### src/rtl/zbt_pkg.sv
// zbt_pkg
// Shared definitions for the ZBT SRAM writers: the write-sequencer state
// encoding, the ZBT write-data latency and the default bus widths.
package zbt_pkg;

    // Cycles between a ZBT address/WE beat and its data on the pins.
    localparam int ZBT_WRITE_LATENCY = 2;

    localparam int ZBT_ADDR_WIDTH = 19;
    localparam int ZBT_DATA_WIDTH = 36;

    typedef enum logic [1:0] {
        ZBT_ST_IDLE  = 2'd0,
        ZBT_ST_WRITE = 2'd1,
        ZBT_ST_DRAIN = 2'd2,
        ZBT_ST_DONE  = 2'd3
    } zbt_state_e;

endpackage

### src/rtl/zbt_write_delay.sv
// zbt_write_delay
// DEPTH-deep valid+data shift register used by every ZBT writer to line
// write data up with the SRAM's pipelined write latency. A stage only loads
// new data when the beat entering it is valid, so the last stage (and hence
// the pins) holds its previous word while no beat is present.
//
// Ports:
//   clk       in   rising-edge clock
//   reset_n   in   asynchronous active-low clear of all stages
//   in_valid  in   beat present at the input this cycle
//   in_data   in   W-bit beat data
//   out_valid out  beat present at the output (DEPTH cycles later)
//   out_data  out  W-bit output data, holds when out_valid is low
module zbt_write_delay
    import zbt_pkg::*;
#(
    parameter int W     = ZBT_DATA_WIDTH,
    parameter int DEPTH = ZBT_WRITE_LATENCY
) (
    input  logic         clk,
    input  logic         reset_n,
    input  logic         in_valid,
    input  logic [W-1:0] in_data,
    output logic         out_valid,
    output logic [W-1:0] out_data
);

    logic [DEPTH-1:0]        vld;
    logic [DEPTH-1:0][W-1:0] dat;

    always_ff @(posedge clk or negedge reset_n) begin
        if (!reset_n) begin
            vld <= '0;
            dat <= '0;
        end else begin
            vld[0] <= in_valid;
            if (in_valid) begin
                dat[0] <= in_data;
            end
            for (int i = 1; i < DEPTH; i++) begin
                vld[i] <= vld[i-1];
                if (vld[i-1]) begin
                    dat[i] <= dat[i-1];
                end
            end
        end
    end

    assign out_valid = vld[DEPTH-1];
    assign out_data  = dat[DEPTH-1];

endmodule

### src/rtl/zbt_write_sequencer.sv
// zbt_write_sequencer
// Writes NUM_ENTRIES words from a combinational lookup table into the ZBT
// SRAM, one pipelined write per entry, once per start pulse. Address and WE
// are registered; the data word and its bus-drive enable follow two cycles
// later through a zbt_write_delay pipeline.
//
// Handshake: mem_grant is sampled on each rising edge while in WRITE; a
// granted edge issues exactly one beat for the current entry and advances
// to the next entry, an ungranted edge issues nothing and holds the entry.
// start is only looked at in IDLE.
//
// Ports:
//   clk          in   rising-edge clock
//   reset_n      in   asynchronous active-low reset, abandons any run
//   start        in   begin a run (IDLE only)
//   mem_grant    in   arbiter grants the ZBT port this cycle
//   index        out  entry index to the lookup table
//   value        in   lookup result for index, same cycle
//   mem_addr     out  registered ZBT address
//   mem_we       out  registered ZBT write enable
//   mem_data     out  ZBT write data, two cycles after its address
//   mem_data_oe  out  tristate enable for mem_data, aligned with it
//   busy         out  run in progress
//   done         out  one-cycle pulse at end of run
module zbt_write_sequencer
    import zbt_pkg::*;
#(
    parameter int                    NUM_ENTRIES = 4,
    parameter int                    INDEX_WIDTH = 2,
    parameter int                    ADDR_WIDTH  = ZBT_ADDR_WIDTH,
    parameter int                    DATA_WIDTH  = ZBT_DATA_WIDTH,
    parameter logic [ADDR_WIDTH-1:0] BASE_ADDR   = '0
) (
    input  logic                   clk,
    input  logic                   reset_n,
    input  logic                   start,
    input  logic                   mem_grant,
    output logic [INDEX_WIDTH-1:0] index,
    input  logic [DATA_WIDTH-1:0]  value,
    output logic [ADDR_WIDTH-1:0]  mem_addr,
    output logic                   mem_we,
    output logic [DATA_WIDTH-1:0]  mem_data,
    output logic                   mem_data_oe,
    output logic                   busy,
    output logic                   done
);

    localparam logic [1:0] IDLE  = 2'(ZBT_ST_IDLE);
    localparam logic [1:0] WRITE = 2'(ZBT_ST_WRITE);
    localparam logic [1:0] DRAIN = 2'(ZBT_ST_DRAIN);
    localparam logic [1:0] DONE  = 2'(ZBT_ST_DONE);

    localparam logic [INDEX_WIDTH-1:0] LAST_IDX = INDEX_WIDTH'(NUM_ENTRIES - 1);

    logic [1:0]             state;
    logic [INDEX_WIDTH-1:0] count;
    // DRAIN lasts exactly ZBT_WRITE_LATENCY (2) cycles; one bit marks the second.
    logic                   drain_second;
    logic                   s1_valid;
    logic [DATA_WIDTH-1:0]  s1_data;

    always_ff @(posedge clk or negedge reset_n) begin
        if (!reset_n) begin
            state        <= IDLE;
            count        <= '0;
            drain_second <= 1'b0;
            mem_addr     <= '0;
            mem_we       <= 1'b0;
            s1_valid     <= 1'b0;
            s1_data      <= '0;
        end else begin
            // Beats are only issued from WRITE on a granted edge.
            mem_we   <= 1'b0;
            s1_valid <= 1'b0;
            case (state)
                IDLE: begin
                    if (start) begin
                        state <= WRITE;
                        count <= '0;
                    end
                end
                WRITE: begin
                    if (mem_grant) begin
                        mem_addr <= BASE_ADDR + ADDR_WIDTH'(count);
                        mem_we   <= 1'b1;
                        s1_valid <= 1'b1;
                        s1_data  <= value;
                        count    <= count + 1'b1;
                        if (count == LAST_IDX) begin
                            state        <= DRAIN;
                            drain_second <= 1'b0;
                        end
                    end
                end
                DRAIN: begin
                    if (drain_second) begin
                        state <= DONE;
                    end else begin
                        drain_second <= 1'b1;
                    end
                end
                DONE: begin
                    state <= IDLE;
                end
                default: begin
                    state <= IDLE;
                end
            endcase
        end
    end

    // s1 is captured with the address; the delay line adds the remaining
    // ZBT_WRITE_LATENCY stages so data reaches the pins two cycles after WE.
    zbt_write_delay #(
        .W     (DATA_WIDTH),
        .DEPTH (ZBT_WRITE_LATENCY)
    ) u_delay (
        .clk       (clk),
        .reset_n   (reset_n),
        .in_valid  (s1_valid),
        .in_data   (s1_data),
        .out_valid (mem_data_oe),
        .out_data  (mem_data)
    );

    assign index = count;
    assign busy  = (state != IDLE);
    assign done  = (state == DONE);

endmodule

### config.mk
export PLATFORM = sky130hd
export DESIGN_NAME = zbt_write_sequencer
export DESIGN_NICKNAME = d
export VERILOG_FILES = /design/src/rtl/zbt_pkg.sv /design/src/rtl/zbt_write_delay.sv /design/src/rtl/zbt_write_sequencer.sv
export SDC_FILE = /design/constraint.sdc
export NUM_CORES = 1
export LEC_CHECK = 0
export ABC_AREA = 1
export CORE_ASPECT_RATIO = 1.1
export CORE_UTILIZATION = 24
export CTS_CLUSTER_DIAMETER = 40
export DETAILED_ROUTE_END_ITERATION = 10
export PLACE_DENSITY_LB_ADDON = 0.1
export SYNTH_ARGS = -nofsm -noshare
export SYNTH_HDL_FRONTEND = slang
export SYNTH_HIERARCHICAL = 1
export SYNTH_SLANG_ARGS = --single-unit
### constraint.sdc
create_clock -name clk -period 2.4 [get_ports clk]
set_clock_uncertainty 0.1 [all_clocks]
set_input_delay 0.36 -clock clk [delete_from_list [all_inputs] [get_ports clk]]
set_output_delay 0.36 -clock clk [all_outputs]
set_load 0.03 [all_outputs]
==> results.json, run 1 <==
{
  "status": "finished, final reports clean",
  "die_h_um": 155,
  "path_max_fanout": 5,
  "post-route-min-period_ns": 2.15,
  "die_w_um": 141,
  "clkTransAtPathRegs_ns": 0.05,
  "synth_top_area_share": 0.581,
  "crit_buf_inv": 1,
  "synth_fa_ha_area_frac": 0.0197,
  "multi_input_comb_area_um2": 1530,
  "ys_seq_area_frac": 0.581,
  "wirelength_um": 11500,
  "fp.dieArea_um2": 21700,
  "grt_pass1_wl_um": 19000,
  "fillers": 2215,
  "grt_overflow": 0,
  "cp_cell_sequence": "ha_1 > clkdlybuf4s50_1",
  "yosys.area_share.simple": 0.262,
  "dpl-instance-area_um2": 5790,
  "rsz0062_at_grt": "no",
  "yosysMostFrequentCell": "nand2_1",
  "synthTopCellsByArea": "dfrtp_1 (58%), nand2_1 (25%), buf_4 (8.6%)",
  "async_reset_ff_frac": 1.00,
  "finalMaxSlewViolations": 0,
  "ant_nets": 0,
  "cts_sinks": 118,
  "h-tree-depth": 4,
  "drt-wirelength-per-cell_um": 12.9,
  "tightest_slew_ns": 0.513,
  "critical_path_class": "flop to output pin",
  "cp_top_family": "buffers and inverters",
  "setup_violations": 0,
  "relSlewSlack": 0.658,
  "syn-cell-area_um2": 5080,
  "dp_hpwl_um": 7010,
  "synth-edff-count": 0,
  "ioPinCount": 101,
  "post-route-period-util": 0.897,
  "first_pass_iters": 4,
  "syn2layout_area_growth_pct": 26.7,
  "clkLatencyLatePin_ns": 0.41,
  "power_density_nw_per_um2": 1410,
  "peakVddDrop_mv": 0.598,
  "antennaDiodeCount": 0,
  "row_count": 55,
  "drtIter0Drc": 148,
  "vias": 3500,
  "vias_per_cell": 3.92,
  "muxShareOfSynthArea": 0,
  "postSynthAreaPerCell_um2": 8.88,
  "grt_pass1_vias": 3557,
  "leakagePower_uw": 0.00334,
  "cts-root-buf": "clkbuf_16",
  "drive_gt1_frac": 0.0801,
  "grt_max_degree": 53,
  "core_um2": 20600,
  "antenna_found_initial": 0,
  "tritoncts": "built",
  "clk_path_buf_depth": 2,
  "drc": 0,
  "yosys.area.top_type": "dfrtp_1",
  "synth-seq-cells": 118,
  "grt_util_all_layers": 0.117,
  "hp-class": "flop to flop",
  "post_cts_buffers": 0,
  "final_core_util": 0.312,
  "nets": 673,
  "gp_congestion": 0.719,
  "max_cap_violations": 0,
  "synth_flop_cell": "dfrtp_1",
  "end_kind": "output pin",
  "crit_path_start_kind": "flop",
  "hold_viol_final": 0,
  "cpMaxStageDelayCell": "clkdlybuf4s50_1",
  "synth_xor_area_frac": 0,
  "ys_types": 18,
  "synthCells": 572,
  "yosysWarnings": 6,
  "initial_core_util": 0.246,
  "setup_tns_ns": 0,
  "synth_compound_area_frac": 0.00739,
  "cts_made_buffers": 17,
  "max_stage_delay_ns": 0.67,
  "portBuffers": 83,
  "critPathRequiredTime_ns": 1.94,
  "max_freq_mhz": 465,
  "arrival_ns": 1.69,
  "fin_area_um2": 6430,
  "synth_top_family_by_area": "simple AND/OR/NAND/NOR gates",
  "seqCellArea_um2": 2960,
  "synthTopCellsByCount": "nand2_1 (342), dfrtp_1 (118), buf_4 (58)"
}
==> through the flow <==
step           power, uW  hold slack (ns)  std cells  worst slack [ns]
2_1_floorplan       5740          -0.0356        588             0.947
3_3_place_gp        6420            0.257        861             0.501
3_5_place_dp        6470            0.255        861             0.443
4_1_cts             9250            0.361        893             0.217
5_1_grt             9760            0.380        893             0.177
6_report            9080            0.366        893             0.248
==> tightest hold or removal path: stages (launching register included) <==
cell,delay (ns)
dfrtp_1,0.34
nand2_1,0.05
nand2_1,0.04
==> cells by family (layout without fill, tap and decap cells) <==
| kind of cell | after synthesis | in the layout |
|---|---|---|
| compound gates | 7 | 7 |
| fa+ha+maj | 8 | 8 |
| buf+inv | 88 | 137 |
| flops | 118 | 118 |
| other cells | 1 | 17 |
| simple gates | 350 | 350 |
==> where the power goes <==
group / switching, uW / total [uW] / internal (uW)
registers: 474 / 3340 / 2860
logic: 1880 / 3030 / 1140
clock network: 879 / 2710 / 1830
==> cells in the final DEF (no fill, tap or decap) <==
| cell | instances |
|---|---|
| buf_4 | 7 |
| nand3_1 | 1 |
| clkbuf_8 | 4 |
| dlygate4sd2_1 | 1 |
| dfrtp_1 | 116 |
| dfrtp_2 | 2 |
| ha_1 | 8 |
| inv_6 | 1 |
| o21ai_0 | 6 |
| dlygate4sd3_1 | 1 |
| bufinv_16 | 4 |
| inv_1 | 10 |
| clkbuf_16 | 17 |
| clkbuf_1 | 1 |
| clkinvlp_4 | 1 |
| buf_6 | 1 |
| nand2_2 | 5 |
| inv_2 | 1 |
| inv_8 | 1 |
| conb_1 | 17 |
| o211ai_1 | 1 |
| nor2_1 | 1 |
| clkinv_2 | 4 |
| nand2_1 | 342 |
| clkdlybuf4s50_1 | 81 |
| or2_2 | 1 |
| buf_12 | 2 |
==> metal layers <==
| layer | vias to the layer above | part of all wire | track usage | routed length [um] |
|---|---|---|---|---|
| li1 | 1764 | - | - | - |
| met4 | 0 | 0.015 | 0.0466 | 178 |
| met2 | 74 | 0.48 | 0.186 | 5570 |
| met1 | 1644 | 0.45 | 0.144 | 5220 |
| met3 | 18 | 0.049 | 0.0402 | 561 |
| met5 | - | 0 | 0 | 0 |
==> final cells by class <==
| class | count | share of cell area |
|---|---|---|
| Multi-Input combinational cell | 382 | 0.238 |
| Clock inverter | 9 | 0.0229 |
| Timing Repair Buffer | 93 | 0.145 |
| Clock buffer | 22 | 0.0753 |
| Sequential cell | 118 | 0.459 |
| Inverter | 13 | 0.00953 |
| Tap cell | 256 | 0.0498 |
==> flip-flops by register name, indices dropped and copies added, names as in the netlist <==
name and flops:
drain_second 1, index 2, mem_addr 2, s1_data 36, s1_valid 1, state 2
u_delay/dat 36, u_delay/out_data 36, u_delay/vld 2
==> path summary, 6_finish.rpt <==
kind                                                  from                         endpoint  slack, ns  depth (start not counted)
worst max-delay path                  state[0]$_DFFE_PN0P_                             done       0.25                          2
worst min-delay path            u_delay/dat[9]$_DFFE_PN0P_       u_delay/dat[9]$_DFFE_PN0P_       0.37                          2
worst max register to register        state[1]$_DFFE_PN0P_           s1_data[4]$_DFFE_PN0P_       0.68                          7
worst min register to register  u_delay/dat[9]$_DFFE_PN0P_       u_delay/dat[9]$_DFFE_PN0P_       0.37                          2
max in group asynchronous                          reset_n           s1_data[1]$_DFFE_PN0P_       1.19                          3
min in group asynchronous                          reset_n  u_delay/out_data[9]$_DFFE_PN0P_       0.39                          2
==> repair_timing <==
action                                  in CTS  in global routing
endpoints found under the setup margin       1                  0
endpoints found under the hold margin       48                  0
hold buffers                                 1                  0
gates resized for setup                      1                  0
No activity file was read; power rests on OpenSTA's default activity.
==> run 2, diff against run 1 <==
--- a/config.mk
+++ b/config.mk
@@ -11,6 +11,7 @@
 export CTS_CLUSTER_DIAMETER = 40
 export DETAILED_ROUTE_END_ITERATION = 10
 export PLACE_DENSITY_LB_ADDON = 0.1
+export SETUP_SLACK_MARGIN = 0.15
 export SYNTH_ARGS = -nofsm -noshare
 export SYNTH_HDL_FRONTEND = slang
 export SYNTH_HIERARCHICAL = 1
==> results of run 2 <==
Same layout as run 1: the final DEF is identical, and so are final timing and power.
==> run 3, diff against run 2 <==
--- a/config.mk
+++ b/config.mk
@@ -6,11 +6,13 @@
 export NUM_CORES = 1
 export LEC_CHECK = 0
 export ABC_AREA = 1
+export CAP_MARGIN = 10
 export CORE_ASPECT_RATIO = 1.1
+export CORE_MARGIN = 3
 export CORE_UTILIZATION = 24
 export CTS_CLUSTER_DIAMETER = 40
 export DETAILED_ROUTE_END_ITERATION = 10
-export PLACE_DENSITY_LB_ADDON = 0.1
+export PLACE_DENSITY = 0.45
 export SETUP_SLACK_MARGIN = 0.15
 export SYNTH_ARGS = -nofsm -noshare
 export SYNTH_HDL_FRONTEND = slang
==> run 3 against run 2 <==
Highest routed layer unchanged. Utilization is essentially flat. Cell count rose by 3.1%. Critical path type unchanged. Hold slack worse by 0.15 ns. Critical path depth grew 2.
==> results.json, run 3 (synthesis gave the netlist of run 1 again) <==
{
  "drive_gt1_frac": 0.0786,
  "reg2regPathDepth": 7,
  "fin_area_um2": 6450,
  "die_h_um": 159,
  "portBuffers": 83,
  "vias_per_cell": 3.79,
  "cts-root-buf": "clkbuf_16",
  "wirelength_um": 11100,
  "h-tree-depth": 4,
  "setup_violations": 0,
  "ant_nets": 0,
  "grt_max_degree": 72,
  "hp-class": "primary input to async pin",
  "drc": 0,
  "tightest_slew_ns": 0.517,
  "end_kind": "output pin",
  "critPathRequiredTime_ns": 1.94,
  "antennaDiodeCount": 0,
  "grt_pass1_wl_um": 18300,
  "vias": 3490,
  "post-route-min-period_ns": 2.14,
  "antenna_found_initial": 0,
  "dpl-instance-area_um2": 5810,
  "clkTransAtPathRegs_ns": 0.06,
  "nets": 671,
  "setup_tns_ns": 0,
  "leakagePower_uw": 0.00334,
  "grt_pass1_vias": 3686,
  "initial_core_util": 0.245,
  "dp_hpwl_um": 7150,
  "cts_made_buffers": 17,
  "final_common_cell": "nand2_1",
  "crit_path_start_kind": "flop",
  "grt_util_all_layers": 0.104,
  "fp.dieArea_um2": 22900,
  "gp_congestion": 0.679,
  "relSlewSlack": 0.655,
  "die_w_um": 145,
  "syn2layout_area_growth_pct": 27.0,
  "row_count": 55,
  "path_max_fanout": 5,
  "fillers": 2180,
  "arrival_ns": 1.68,
  "critical_path_class": "flop to output pin",
  "drtIter0Drc": 130,
  "hold_viol_final": 0,
  "layout_common_cells": "nand2_1 (342), dfrtp_1 (116), clkdlybuf4s50_1 (80)",
  "first_pass_iters": 5,
  "clk_path_buf_depth": 2,
  "r2r-end": "s1_data[3]$_DFFE_PN0P_",
  "max_freq_mhz": 468,
  "power_density_nw_per_um2": 1400,
  "multi_input_comb_area_um2": 1530,
  "peakVddDrop_mv": 0.548,
  "r2r_start": "state[1]$_DFFE_PN0P_",
  "ioPinCount": 101,
  "rrSetupSlack_ns": 0.70,
  "post_cts_buffers": 0,
  "post-route-period-util": 0.890,
  "status": "finished, final reports clean",
  "seqCellArea_um2": 2960,
  "core_um2": 20700,
  "drt-wirelength-per-cell_um": 12.1,
  "grt_overflow": 0,
  "clkLatencyLatePin_ns": 0.41,
  "max_cap_violations": 0,
  "finalMaxSlewViolations": 0,
  "rsz0062_at_grt": "no",
  "tritoncts": "built",
  "cts_sinks": 118
}
## run 3: cell count changes in the layout (fill, tap and decap cells not counted)
cell,delta
clkdlybuf4s50_1,-1
buf_4,-2
clkbuf_8,-3
dlymetal6s2s_1,+1
clkinv_4,+2
clkinvlp_4,+2
## run 3: metrics by stage
stage	hold slack, ns	instances	power (uW)	util	setup slack, ns
floorplan	-0.0356	588	5740	-	0.947
global placement	0.0698	888	6380	0.281	0.500
detailed placement	0.0706	888	6460	0.281	0.440
CTS	0.194	921	9190	0.311	0.202
global route	0.225	921	9700	0.311	0.151
finish	0.216	921	9020	0.311	0.264
## run 3: area by class of cell
type                            count  share of cell area
Inverter                           13             0.00951
Clock buffer                       19              0.0687
Timing Repair Buffer               91               0.143
Tap cell                          285              0.0553
Sequential cell                   118               0.458
Multi-Input combinational cell    382               0.237
Clock inverter                     13              0.0279
## run 3: worst max path at each step
| stage | cells after the start | endpoint | startpoint |
|---|---|---|---|
| finish | 4 | busy | state[0]$_DFFE_PN0P_ |
| global route | 4 | busy | state[0]$_DFFE_PN0P_ |
| CTS | 2 | done | state[0]$_DFFE_PN0P_ |
| detailed placement | 4 | busy | state[0]$_DFFE_PN0P_ |
| global placement | 4 | busy | state[0]$_DFFE_PN0P_ |
| floorplan | 7 | s1_data[10]$_DFFE_PN0P_ | state[1]$_DFFE_PN0P_ |
## run 3: repair_timing
| item | 4_1_cts | 5_1_grt |
|---|---|---|
| endpoints found under the hold margin | 85 | 0 |
| pin swaps | 0 | 0 |
| gates resized for setup | 1 | 1 |
| endpoints found under the setup margin | 1 | 1 |
| hold buffers | 1 | 0 |
## run 3: where the power goes
group / switching (uW) / leakage (uW) / total, uW / internal (uW)
logic: 1840 / 0.00152 / 2980 / 1140
clock network: 908 / 0.000299 / 2670 / 1760
registers: 511 / 0.00151 / 3370 / 2860
## run 3: worst max-delay path, cell delays in order, from the launching register on
cell and delay [ns]:
dfrtp_1 0.43, inv_1 0.12, ha_1 0.23, inv_1 0.08, dlygate4sd2_1 0.40
## run 3: layer usage
metal	track usage	routed length (um)	vias to the layer above
li1	-	-	1754
met4	0.0484	175	0
met5	0	0	-
met3	0.0318	553	13
met1	0.126	4950	1646
met2	0.170	5430	77
